**config.mk**
```make
export PLATFORM = sky130hd
export DESIGN_NAME = lcd_lab3
export DESIGN_NICKNAME = d
export VERILOG_FILES = /design/src/rtl/lcd_lab3_pkg.sv /design/src/rtl/lcd_lab3_bcd.sv /design/src/rtl/lcd_lab3.sv
export SDC_FILE = /design/constraint.sdc
export NUM_CORES = 1
export LEC_CHECK = 0
export CAP_MARGIN = 20
export CORE_MARGIN = 2
export CORE_UTILIZATION = 63
export CTS_CLUSTER_DIAMETER = 30
export DETAILED_ROUTE_END_ITERATION = 16
export PLACE_DENSITY = 0.95
export SLEW_MARGIN = 30
export SYNTH_ARGS = -nofsm -noshare
export SYNTH_HDL_FRONTEND = slang
export SYNTH_SLANG_ARGS = --single-unit
```
**constraint.sdc**
```tcl
create_clock -name clock_50 -period 12.3 [get_ports clock_50]
set_input_delay 2.46 -clock clock_50 [delete_from_list [all_inputs] [get_ports clock_50]]
set_output_delay 2.46 -clock clock_50 [all_outputs]
set_load 0.005 [all_outputs]
```
**src/rtl/lcd_lab3_pkg.sv**
```systemverilog
// Shared constants for the lcd_lab3 HD44780 controller: FSM states, LCD commands,
// ASCII codes and the per-choice line labels.
package lcd_lab3_pkg;

   localparam logic [2:0] ST_POWERUP = 3'd0;
   localparam logic [2:0] ST_INIT    = 3'd1;
   localparam logic [2:0] ST_L1_ADDR = 3'd2;
   localparam logic [2:0] ST_L1_CHAR = 3'd3;
   localparam logic [2:0] ST_L2_ADDR = 3'd4;
   localparam logic [2:0] ST_L2_CHAR = 3'd5;

   localparam logic [7:0] CMD_FUNC  = 8'h38;
   localparam logic [7:0] CMD_DISP  = 8'h0C;
   localparam logic [7:0] CMD_CLEAR = 8'h01;
   localparam logic [7:0] CMD_ENTRY = 8'h06;
   localparam logic [7:0] CMD_L1    = 8'h80;
   localparam logic [7:0] CMD_L2    = 8'hC0;

   localparam logic [7:0] ASCII_SPACE = 8'h20;
   localparam logic [7:0] ASCII_ZERO  = 8'h30;

   localparam logic [15:0] CH_OUT   = 16'h0000;
   localparam logic [15:0] CH_IN    = 16'h0001;
   localparam logic [15:0] CH_AB    = 16'h0002;
   localparam logic [15:0] CH_BLANK = 16'hFFFF;

   function automatic logic [7:0] init_cmd(input logic [1:0] idx);
      case (idx)
         2'd0:    return CMD_FUNC;
         2'd1:    return CMD_DISP;
         2'd2:    return CMD_CLEAR;
         default: return CMD_ENTRY;
      endcase
   endfunction

   // Label occupies columns 0-3 of each line.
   function automatic logic [7:0] label_char(input logic [15:0] choice, input logic line,
                                             input logic [1:0] col);
      logic [31:0] s;
      s = "    ";
      case (choice)
         CH_OUT:   if (!line) s = "OUT:";
         CH_IN:    if (!line) s = "IN: ";
         CH_AB:    s = line ? "B:  " : "A:  ";
         CH_BLANK: s = "    ";
         default:  if (!line) s = "CMD?";
      endcase
      case (col)
         2'd0:    return s[31:24];
         2'd1:    return s[23:16];
         2'd2:    return s[15:8];
         default: return s[7:0];
      endcase
   endfunction

   function automatic logic show_digits(input logic [15:0] choice, input logic line);
      case (choice)
         CH_OUT, CH_IN: return !line;
         CH_AB:         return 1'b1;
         default:       return 1'b0;
      endcase
   endfunction

endpackage

```
**src/rtl/lcd_lab3_bcd.sv**
```systemverilog
// Combinational double-dabble: 13-bit binary to four BCD digits (thousands 0..8).
module lcd_lab3_bcd (
   input  logic [12:0] bin_i,
   output logic [3:0]  thou_o,
   output logic [3:0]  hund_o,
   output logic [3:0]  tens_o,
   output logic [3:0]  ones_o
);

   logic [28:0] sh;

   always_comb begin
      sh = {16'd0, bin_i};
      for (int i = 0; i < 13; i++) begin
         for (int d = 0; d < 4; d++) begin
            if (sh[13+4*d +: 4] >= 4'd5) sh[13+4*d +: 4] = sh[13+4*d +: 4] + 4'd3;
         end
         sh = {sh[27:0], 1'b0};
      end
   end

   assign thou_o = sh[28:25];
   assign hund_o = sh[24:21];
   assign tens_o = sh[20:17];
   assign ones_o = sh[16:13];

endmodule

```
**src/rtl/lcd_lab3.sv**
```systemverilog
// HD44780 16x2 write-only controller: power-up wait, init commands, then endless
// refresh of both lines with labels and 4-digit decimal values chosen by 'choice'.
module lcd_lab3
   import lcd_lab3_pkg::*;
#(
   parameter int POWERUP_CYC = 750_000,
   parameter int BYTE_CYC    = 2_500,
   parameter int CLEAR_CYC   = 100_000,
   parameter int EN_SETUP    = 4,
   parameter int EN_HIGH     = 16
) (
   input  logic        clock_50,
   input  logic        reset,
   input  logic [15:0] choice,
   input  logic [12:0] value_1,
   input  logic [12:0] value_2,
   output logic        ready,
   output logic        lcd_on,
   output logic        lcd_blon,
   output logic        lcd_rw,
   output logic        lcd_en,
   output logic        lcd_rs,
   inout  wire  [7:0]  lcd_data
);

   localparam int TMAX_A = (POWERUP_CYC > CLEAR_CYC) ? POWERUP_CYC : CLEAR_CYC;
   localparam int TMAX   = (TMAX_A > BYTE_CYC) ? TMAX_A : BYTE_CYC;
   localparam int TW     = $clog2(TMAX + 1);

   logic [2:0]    state_q, state_d;
   logic [TW-1:0] timer_q, timer_d, period_end;
   logic [3:0]    idx_q, idx_d;
   logic [7:0]    data_q, data_d;
   logic          rs_q, rs_d, en_q, en_d, ready_q, ready_d;

   logic [15:0]   bcd1, bcd2, dsel;
   logic          nxt_line;
   logic [3:0]    nxt_col, digit;
   logic [7:0]    char_nxt;

   lcd_lab3_bcd u_bcd1 (
      .bin_i (value_1),
      .thou_o(bcd1[15:12]),
      .hund_o(bcd1[11:8]),
      .tens_o(bcd1[7:4]),
      .ones_o(bcd1[3:0])
   );

   lcd_lab3_bcd u_bcd2 (
      .bin_i (value_2),
      .thou_o(bcd2[15:12]),
      .hund_o(bcd2[11:8]),
      .tens_o(bcd2[7:4]),
      .ones_o(bcd2[3:0])
   );

   // Position of the character that would load next, used only in address/char states.
   always_comb begin
      nxt_line = (state_q == ST_L2_ADDR) || (state_q == ST_L2_CHAR);
      nxt_col  = ((state_q == ST_L1_CHAR) || (state_q == ST_L2_CHAR)) ? idx_q + 4'd1 : 4'd0;
      dsel     = nxt_line ? bcd2 : bcd1;
   end

   always_comb begin
      char_nxt = ASCII_SPACE;
      case (nxt_col[1:0])
         2'd0:    digit = dsel[15:12];
         2'd1:    digit = dsel[11:8];
         2'd2:    digit = dsel[7:4];
         default: digit = dsel[3:0];
      endcase
      if (nxt_col < 4'd4) char_nxt = label_char(choice, nxt_line, nxt_col[1:0]);
      else if (nxt_col >= 4'd12 && show_digits(choice, nxt_line))
         char_nxt = ASCII_ZERO + {4'd0, digit};
   end

   assign period_end = (!rs_q && data_q == CMD_CLEAR) ? TW'(CLEAR_CYC - 1) : TW'(BYTE_CYC - 1);

   always_comb begin
      state_d = state_q;
      timer_d = timer_q + 1'b1;
      idx_d   = idx_q;
      data_d  = data_q;
      rs_d    = rs_q;
      ready_d = ready_q;
      if (state_q == ST_POWERUP) begin
         if (timer_q == TW'(POWERUP_CYC - 1)) begin
            state_d = ST_INIT;
            timer_d = '0;
            idx_d   = 4'd0;
            data_d  = init_cmd(2'd0);
            rs_d    = 1'b0;
         end
      end else if (timer_q == period_end) begin
         timer_d = '0;
         case (state_q)
            ST_INIT: begin
               rs_d = 1'b0;
               if (idx_q == 4'd3) begin
                  state_d = ST_L1_ADDR;
                  data_d  = CMD_L1;
                  ready_d = 1'b1;
               end else begin
                  idx_d  = idx_q + 4'd1;
                  data_d = init_cmd(idx_q[1:0] + 2'd1);
               end
            end
            ST_L1_ADDR, ST_L2_ADDR: begin
               state_d = (state_q == ST_L1_ADDR) ? ST_L1_CHAR : ST_L2_CHAR;
               idx_d   = 4'd0;
               data_d  = char_nxt;
               rs_d    = 1'b1;
            end
            ST_L1_CHAR, ST_L2_CHAR: begin
               if (idx_q == 4'd15) begin
                  state_d = (state_q == ST_L1_CHAR) ? ST_L2_ADDR : ST_L1_ADDR;
                  data_d  = (state_q == ST_L1_CHAR) ? CMD_L2 : CMD_L1;
                  rs_d    = 1'b0;
               end else begin
                  idx_d  = idx_q + 4'd1;
                  data_d = char_nxt;
                  rs_d   = 1'b1;
               end
            end
            default: begin
               state_d = ST_POWERUP;
               timer_d = '0;
            end
         endcase
      end
      // EN is registered from the next timer value so it is aligned with t in the byte period.
      en_d = (state_d != ST_POWERUP) && (timer_d >= TW'(EN_SETUP)) &&
             (timer_d < TW'(EN_SETUP + EN_HIGH));
   end

   always_ff @(posedge clock_50) begin
      if (reset) begin
         state_q <= ST_POWERUP;
         timer_q <= '0;
         idx_q   <= 4'd0;
         data_q  <= 8'h00;
         rs_q    <= 1'b0;
         en_q    <= 1'b0;
         ready_q <= 1'b0;
      end else begin
         state_q <= state_d;
         timer_q <= timer_d;
         idx_q   <= idx_d;
         data_q  <= data_d;
         rs_q    <= rs_d;
         en_q    <= en_d;
         ready_q <= ready_d;
      end
   end

   assign lcd_en   = en_q;
   assign lcd_rs   = rs_q;
   assign lcd_data = data_q;
   assign ready    = ready_q;
   assign lcd_on   = 1'b1;
   assign lcd_blon = 1'b1;
   assign lcd_rw   = 1'b0;

endmodule

```
======== Word level (Yosys, flattened, before mapping) ========
Index checks and enable logic that the tools add are counted.
cells by class
  equality and inequality tests ........... 20
  bitwise gates (word level) .............. 1
  reduce and logical (&&, ||, !) cells .... 21
  $lt $le $gt $ge ......................... 48
  multiplexer cells ....................... 88
  $add $sub $neg .......................... 48
operators with widths
  operator                 number
  $mux W4                  48
  $add A4 B2 Y4 const B    36
  $ge A4 B3 Y1 const B     36
  $pmux W32 S4             1
  $mux W31                 3
  $mux W20                 3
  $mux W8                  6
  $pmux W8 S3              2
  $mux W3                  9
  $mux W26                 1
  $add A3 B2 Y4 const B    6
  $ge A3 B3 Y1 const B     8
  $pmux W4 S3              2
  $add A20 B1 Y20 const B  1
  $eq A20 B17 Y1           1
  $eq A20 B20 Y1 const B   1
  $ge A20 B3 Y1 const B    1
  $lt A20 B5 Y1 const B    1
  $pmux W6 S3              1
  $mux W17                 1
  $eq A16 B1 Y1 const B    1
  $eq A16 B16 Y1 const B   1
  $eq A16 B2 Y1 const B    1
  $logic_not A16 Y1        1
  other kinds (35)         54
word-level totals
  input port bits ......................... 44
  word-level logic and storage cells ...... 233
  register bits ........................... 38
  output and inout bits ................... 14

======== Longest topological paths before layout ========
  word-level depth ........................ 29
  depth in mapped cells ................... 49
  gate-level depth less buffers ........... 48

======== Hierarchy ========
Synthesis repeated with hierarchy kept, for this count alone.
second synthesis, totals
  cell total of the unflattened synthesis .. 1437
  area, all modules ....................... 9913.3 µm²
modules (own cells, without submodules)
  module        area each (µm²)  cells each  instances  sequential area each (µm²)
  lcd_lab3_bcd  3459.6           513         2          0.0
  lcd_lab3      2994.1           411         1          760.7

======== Worst setup path after synthesis ========
Ideal clock, no wire load.
  path kind ............................... input to register
  start point ............................. input value_2[11]
  end point ............................... register data_q[1] (netlist: lcd_data[1])
  path buffers ............................ 2
  slack ................................... 0.994 ns
  cell stages on the path ................. 46
  data required time ...................... 12.174 ns
  setup time .............................. 0.126 ns
  data arrival time ....................... 11.180 ns
  path through ............................ inv_1 ha_1 o21ai_1 xnor2_2 inv_2 ha_1 nand2b_1 a32oi_4 xnor2_1 ha_1 clkbuf_1 nand2b_1 nand4_1 nand2_1 ha_1 inv_1 o41a_1 a41oi_1 [10 not listed] nor4_1 a211oi_1 o32ai_1 a21oi_2 xnor2_2 ha_1 buf_1 a21o_1 mux2_2 o21ai_0 and2_1 nor3b_1 nor3_1 ha_1 o41a_1 o211ai_1 o2111a_1 a31oi_1
between the ends
  cells in the longest elaborated chain, start to end .. 29
  elaborated cells on any way between the ends .. 75
  those cells by class .................... add/sub: 23; order compare: 22; mux: 30
RTL lines
  element                                               line                source
  from (decl)                                           lcd_lab3.sv:16      input logic [12:0] value_2,
  $add A3 B2 Y4 / $ge A3 B3 Y1 (equally long branches)  lcd_lab3_bcd.sv:16  if (sh[13+4*d +: 4] >= 4'd5) sh[13+4*d +: 4] = sh[13+4*d +: 4] + 4'd3;
  $mux W4 (*)                                           lcd_lab3_bcd.sv:16
  $add A4 B2 Y4 / $ge A4 B3 Y1 (equally long branches)  lcd_lab3_bcd.sv:16
  $mux W4                                               lcd_lab3_bcd.sv:16
  $ge A4 B3 Y1 / $add A4 B2 Y4 (equally long branches)  lcd_lab3_bcd.sv:16
  $mux W4                                               lcd_lab3_bcd.sv:16
  $add A4 B2 Y4 (tied with other cells)                 lcd_lab3_bcd.sv:16
  $mux W4                                               lcd_lab3_bcd.sv:16
  [13 not listed]                                       --
  $pmux W4 S3 (*)                                       lcd_lab3.sv:66      case (nxt_col[1:0])
  $add A6 B4 Y7 (*)                                     lcd_lab3.sv:74      char_nxt = ASCII_ZERO + {4'd0, digit};
  $mux W7 (*)                                           lcd_lab3.sv:73      else if (nxt_col >= 4'd12 && show_digits(choice, nxt_line))
  $mux W8 (*)                                           lcd_lab3.sv:72      if (nxt_col < 4'd4) char_nxt = label_char(choice, nxt_line, nxt_col[1:0]);
  $mux W8                                               lcd_lab3.sv:115     if (idx_q == 4'd15) begin
  $pmux W8 S3 (*)                                       lcd_lab3.sv:96      case (state_q)
  $mux W8 (*)                                           lcd_lab3.sv:94      end else if (timer_q == period_end) begin
  $mux W8 (*)                                           lcd_lab3.sv:86      if (state_q == ST_POWERUP) begin
  to (signal assigned)                                  lcd_lab3.sv:149     data_q <= data_d;
  to (decl)                                             lcd_lab3.sv:33      logic [7:0] data_q, data_d;
Mark *: on every way between the ends. The rest lies on a longest branch, timed or not. The select of a mux whose other input is x is not followed.
A chain may end at the register's enable or synchronous reset.

======== Final worst setup path ========
  start point ............................. input value_2[10]
  end point ............................... register data_q[0] (netlist: lcd_data[0])
between the ends
  cells in the longest elaborated chain, start to end .. 29
  elaborated cells on any way between the ends .. 72
  those cells by class .................... add/sub: 22; order compare: 21; mux: 29
RTL lines
  element                                               line
  $add A3 B2 Y4 / $ge A3 B3 Y1 (equally long branches)  lcd_lab3_bcd.sv:16
  $mux W4 (*)                                           lcd_lab3_bcd.sv:16
  $add A4 B2 Y4 / $ge A4 B3 Y1 (equally long branches)  lcd_lab3_bcd.sv:16
  $mux W4                                               lcd_lab3_bcd.sv:16
  $add A4 B2 Y4 / $ge A4 B3 Y1 (equally long branches)  lcd_lab3_bcd.sv:16
  $mux W4                                               lcd_lab3_bcd.sv:16
  $add A4 B2 Y4 (tied with other cells)                 lcd_lab3_bcd.sv:16
  $mux W4                                               lcd_lab3_bcd.sv:16
  [13 not listed]                                       --
  $pmux W4 S3 (*)                                       lcd_lab3.sv:66
  $add A6 B4 Y7 (*)                                     lcd_lab3.sv:74
  $mux W7 (*)                                           lcd_lab3.sv:73
  $mux W8 (*)                                           lcd_lab3.sv:72
  $mux W8                                               lcd_lab3.sv:115
  $pmux W8 S3 (*)                                       lcd_lab3.sv:96
  $mux W8 (*)                                           lcd_lab3.sv:94
  $mux W8 (*)                                           lcd_lab3.sv:86
Marks and branches as above.

==> impl_metrics.csv <==
group,metric,value,unit
outcome,status,"complete, no violations",
synthesis,seq_area_frac_synth,8.03,%
timing,fin_crit_sh,95.8,%
synthesis,synth_top_family_by_area,"compound AO/OA/AOI/OAI gates",
clock_network,cts_root_buf,"clkbuf_16",
worst_setup_path,path_common_cell,"ha_1",
routing,vias,11300,
pwr,ir_worst_vdd,0.254,mV
pwr,leakagePower,3.86,nW
routing,viasPerCell,7.18,
flow_run,maxCapViolCount,0,
timing,relSlewSlack,37.6,%
floorplan,die_y,127,um
synthesis,ys.flop_type,"dfxtp_1",
timing,setup_viol_count_final,0,
synthesis,synth_top_area_share,8.03,%
floorplan,rows,44,
timing,drv_slew,0,
clock_network,postCtsHoldBufs,0,
floorplan,ios,58,
finish,drive_gt1_share,10.5,%
clock_network,cts_buffers,5,
floorplan,dieArea,0.0160,mm2
synthesis,synth-adder-area-share,5.50,%
timing,fin_setup_tns,0,ps
finish,area_growth_syn_to_layout,8.63,%
clock_network,htreeDepth,2,
clock_network,cts_tree,"built",
timing,max_freq,84.9,MHz
routing,ant_nets,0,
synthesis,syn_area,0.00947,mm2
global_routing,grt_pass1_vias,10100,
finish,multiInputGateArea,0.00826,mm2
place,dp_hpwl,19100,um
synthesis,ys_ff_latch,38,
worst_setup_path,cpMaxStageDelayCell,"clkdlybuf4s50_1",
synthesis,yosys.area_share.xor_xnor,4.28,%
floorplan,start_util,64.9,%
finish,final_common_cell,"nor2_1",
finish,seqCellArea,761,um2
pwr,power.total,3.33,mW
timing,finClkSkew,4.85,ps
worst_setup_path,critPathKind,"in -> reg",
floorplan,die_x,127,um
synthesis,synthMuxAreaShare,5.73,%
clock_network,clkTransAtPathRegs,50,ps
global_routing,grt-ovfl-total,0,
pwr,p_per_area,323,mW/mm2
synthesis,ys_types,116,
timing,period_needed,11780,ps
place,port_buffers,46,
place,place_congestion,0.942,
routing,drc_errors,0,
worst_setup_path,worstPathArrival,11920,ps
clock_network,clock-sinks,38,
finish,final_area,0.0103,mm2
worst_setup_path,endpoint_kind,"flip-flop",
finish,final_nets,1470,
clock_network,clock_latency,280,ps
place,place_area,0.00993,mm2
synthesis,synth_area_leaders,"dfxtp_1 8.0%, nor2_1 6.8%, ha_1 5.3%",
finish,mostFrequentLayoutCells,"171 x nor2_1, 111 x nand2_1, 78 x a21oi_1",
worst_setup_path,cp_slowest_stage_delay,620,ps
worst_setup_path,critical_path.max_fanout,8,
synthesis,synth_compound_area_share,39.2,%
clock_network,clock_path_buffers,2,
timing,tightest_slew,933,ps
worst_hold_path,holdCritPathClass,"reg -> reg",
global_routing,grt_start_max_net_pins,27,
finish,layoutNonFillerInstCount,1570,
routing,drt_first_pass_iters,7,
synthesis,syn_area_per_cell,6.78,um2
routing,wl_per_cell,16.9,um
finish,diodes,0,
synthesis,synth-simple-area-share,30.8,%
global_routing,antenna_found_initial,0,
global_routing,grt_pass1_wl,44000,um
floorplan,floorplan.core_area,0.0146,mm2
synthesis,syn_inst,1397,
timing,hold_viol_final,0,
finish,fill_cells,1104,
worst_setup_path,start_kind,"input port",
synthesis,yosysWarnings,0,
global_routing,grt_use_total,30.7,%
routing,routed_wl,26600,um
synthesis,synth-async-reset-ratio,0,%
synthesis,synth_top_cell_by_area,"dfxtp_1",
routing,drt_iter0_markers,1298,
worst_setup_path,crit_required,12440,ps
place,place_inst,1559,
synthesis,synth_edf_count,0,
## cell usage after synthesis, drive strengths merged (8+ instances only)
master,n
mux2,17
mux2i,34
buf,27
a2111oi,14
a31oi,20
o31ai,14
o221ai,8
nor2b,12
inv,61
clkbuf,60
o22ai,9
xor2,12
o21ai,93
nand4,27
and3,18
nor4,31
a211o,14
a311oi,10
nand3,53
xnor2,30
a21oi,85
nor2,173
o211ai,26
and2,17
or4,9
a211oi,35
a21o,15
ha,40
dfxtp,38
or3,11
o32ai,9
nor3,56
or2,13
nand2b,22
o21a,17
nand2,112
o21bai,12
## through the flow
| step | setup slack (ps) | util, % | hold WS, ps |
|---|---|---|---|
| floorplan | 994 | - | 430 |
| CTS | 182 | 69.2 | 473 |
| detailed placement | -69.8 | 68.1 | 468 |
| global placement | 489 | 68.1 | 444 |
| finish | 521 | 70.5 | 472 |
| global route | -55.6 | 70.5 | 500 |
## metal layers
| metal | share of wire (%) | vias up | GRT usage, % | wire, um |
|---|---|---|---|---|
| li1 | - | 5351 | - | - |
| met1 | 41 | 5219 | 38.4 | 10900 |
| met2 | 49 | 611 | 55.0 | 13100 |
| met3 | 7.0 | 98 | 3.12 | 1860 |
| met4 | 2.6 | 0 | 9.89 | 687 |
| met5 | 0 | - | 0 | 0 |
## worst max-delay path, delay by kind of cell
kind | cells | cell delay (ps)
and+or+nand+nor | 13 | 2610
buffers and inverters | 5 | 910
AOI/OAI and AO/OA | 18 | 3010
xor gates and xnor gates | 2 | 450
adders and majority gates | 8 | 2170
muxes | 2 | 290
## report_power, final
| group | leakage, nW | switching [mW] | internal [mW] |
|---|---|---|---|
| sequential | 0.309 | 0.00256 | 0.125 |
| clock | 0.0829 | 0.0492 | 0.100 |
| combinational | 3.47 | 1.81 | 1.24 |
| total | 3.86 | 1.86 | 1.46 |
## worst paths after layout
check           endpoint  slack (ps)         from  depth (start not counted)
min reg2reg       lcd_rs         470       lcd_rs                          2
min               lcd_rs         470       lcd_rs                          2
max reg2reg     idx_q[2]        8480  lcd_data[3]                          9
max          lcd_data[0]         520  value_2[10]                         48
## repair_timing
action,4_1_cts,5_1_grt
endpoints found under the setup margin,0,4
buffers inserted,0,4
gates resized for setup,0,28
## state kept, by name, indices dropped and copies added (netlist names)
signal / flops
ready: 1
lcd_en: 1
state_q: 3
lcd_data: 8
timer_q: 20
idx_q: 4
lcd_rs: 1
## kinds of logic (layout without fill, tap and decap cells)
logic type                 Yosys count  after routing
other                                2              3
AOI/OAI and AO/OA                  489            489
muxes                               51             51
adders and majority gates           42             42
and+or+nand+nor                    583            583
xor gates and xnor gates            42             42
DFF                                 38             38
buffers and inverters              150            138
## cell type report
class,instances,area share (%)
Clock buffer,6,1.35
Clock inverter,1,0.292
Inverter,63,2.30
Multi-Input combinational cell,1210,80.3
Sequential cell,38,7.39
Tap cell,184,2.24
Timing Repair Buffer,68,6.10
(Power assumes the default switching activity.)
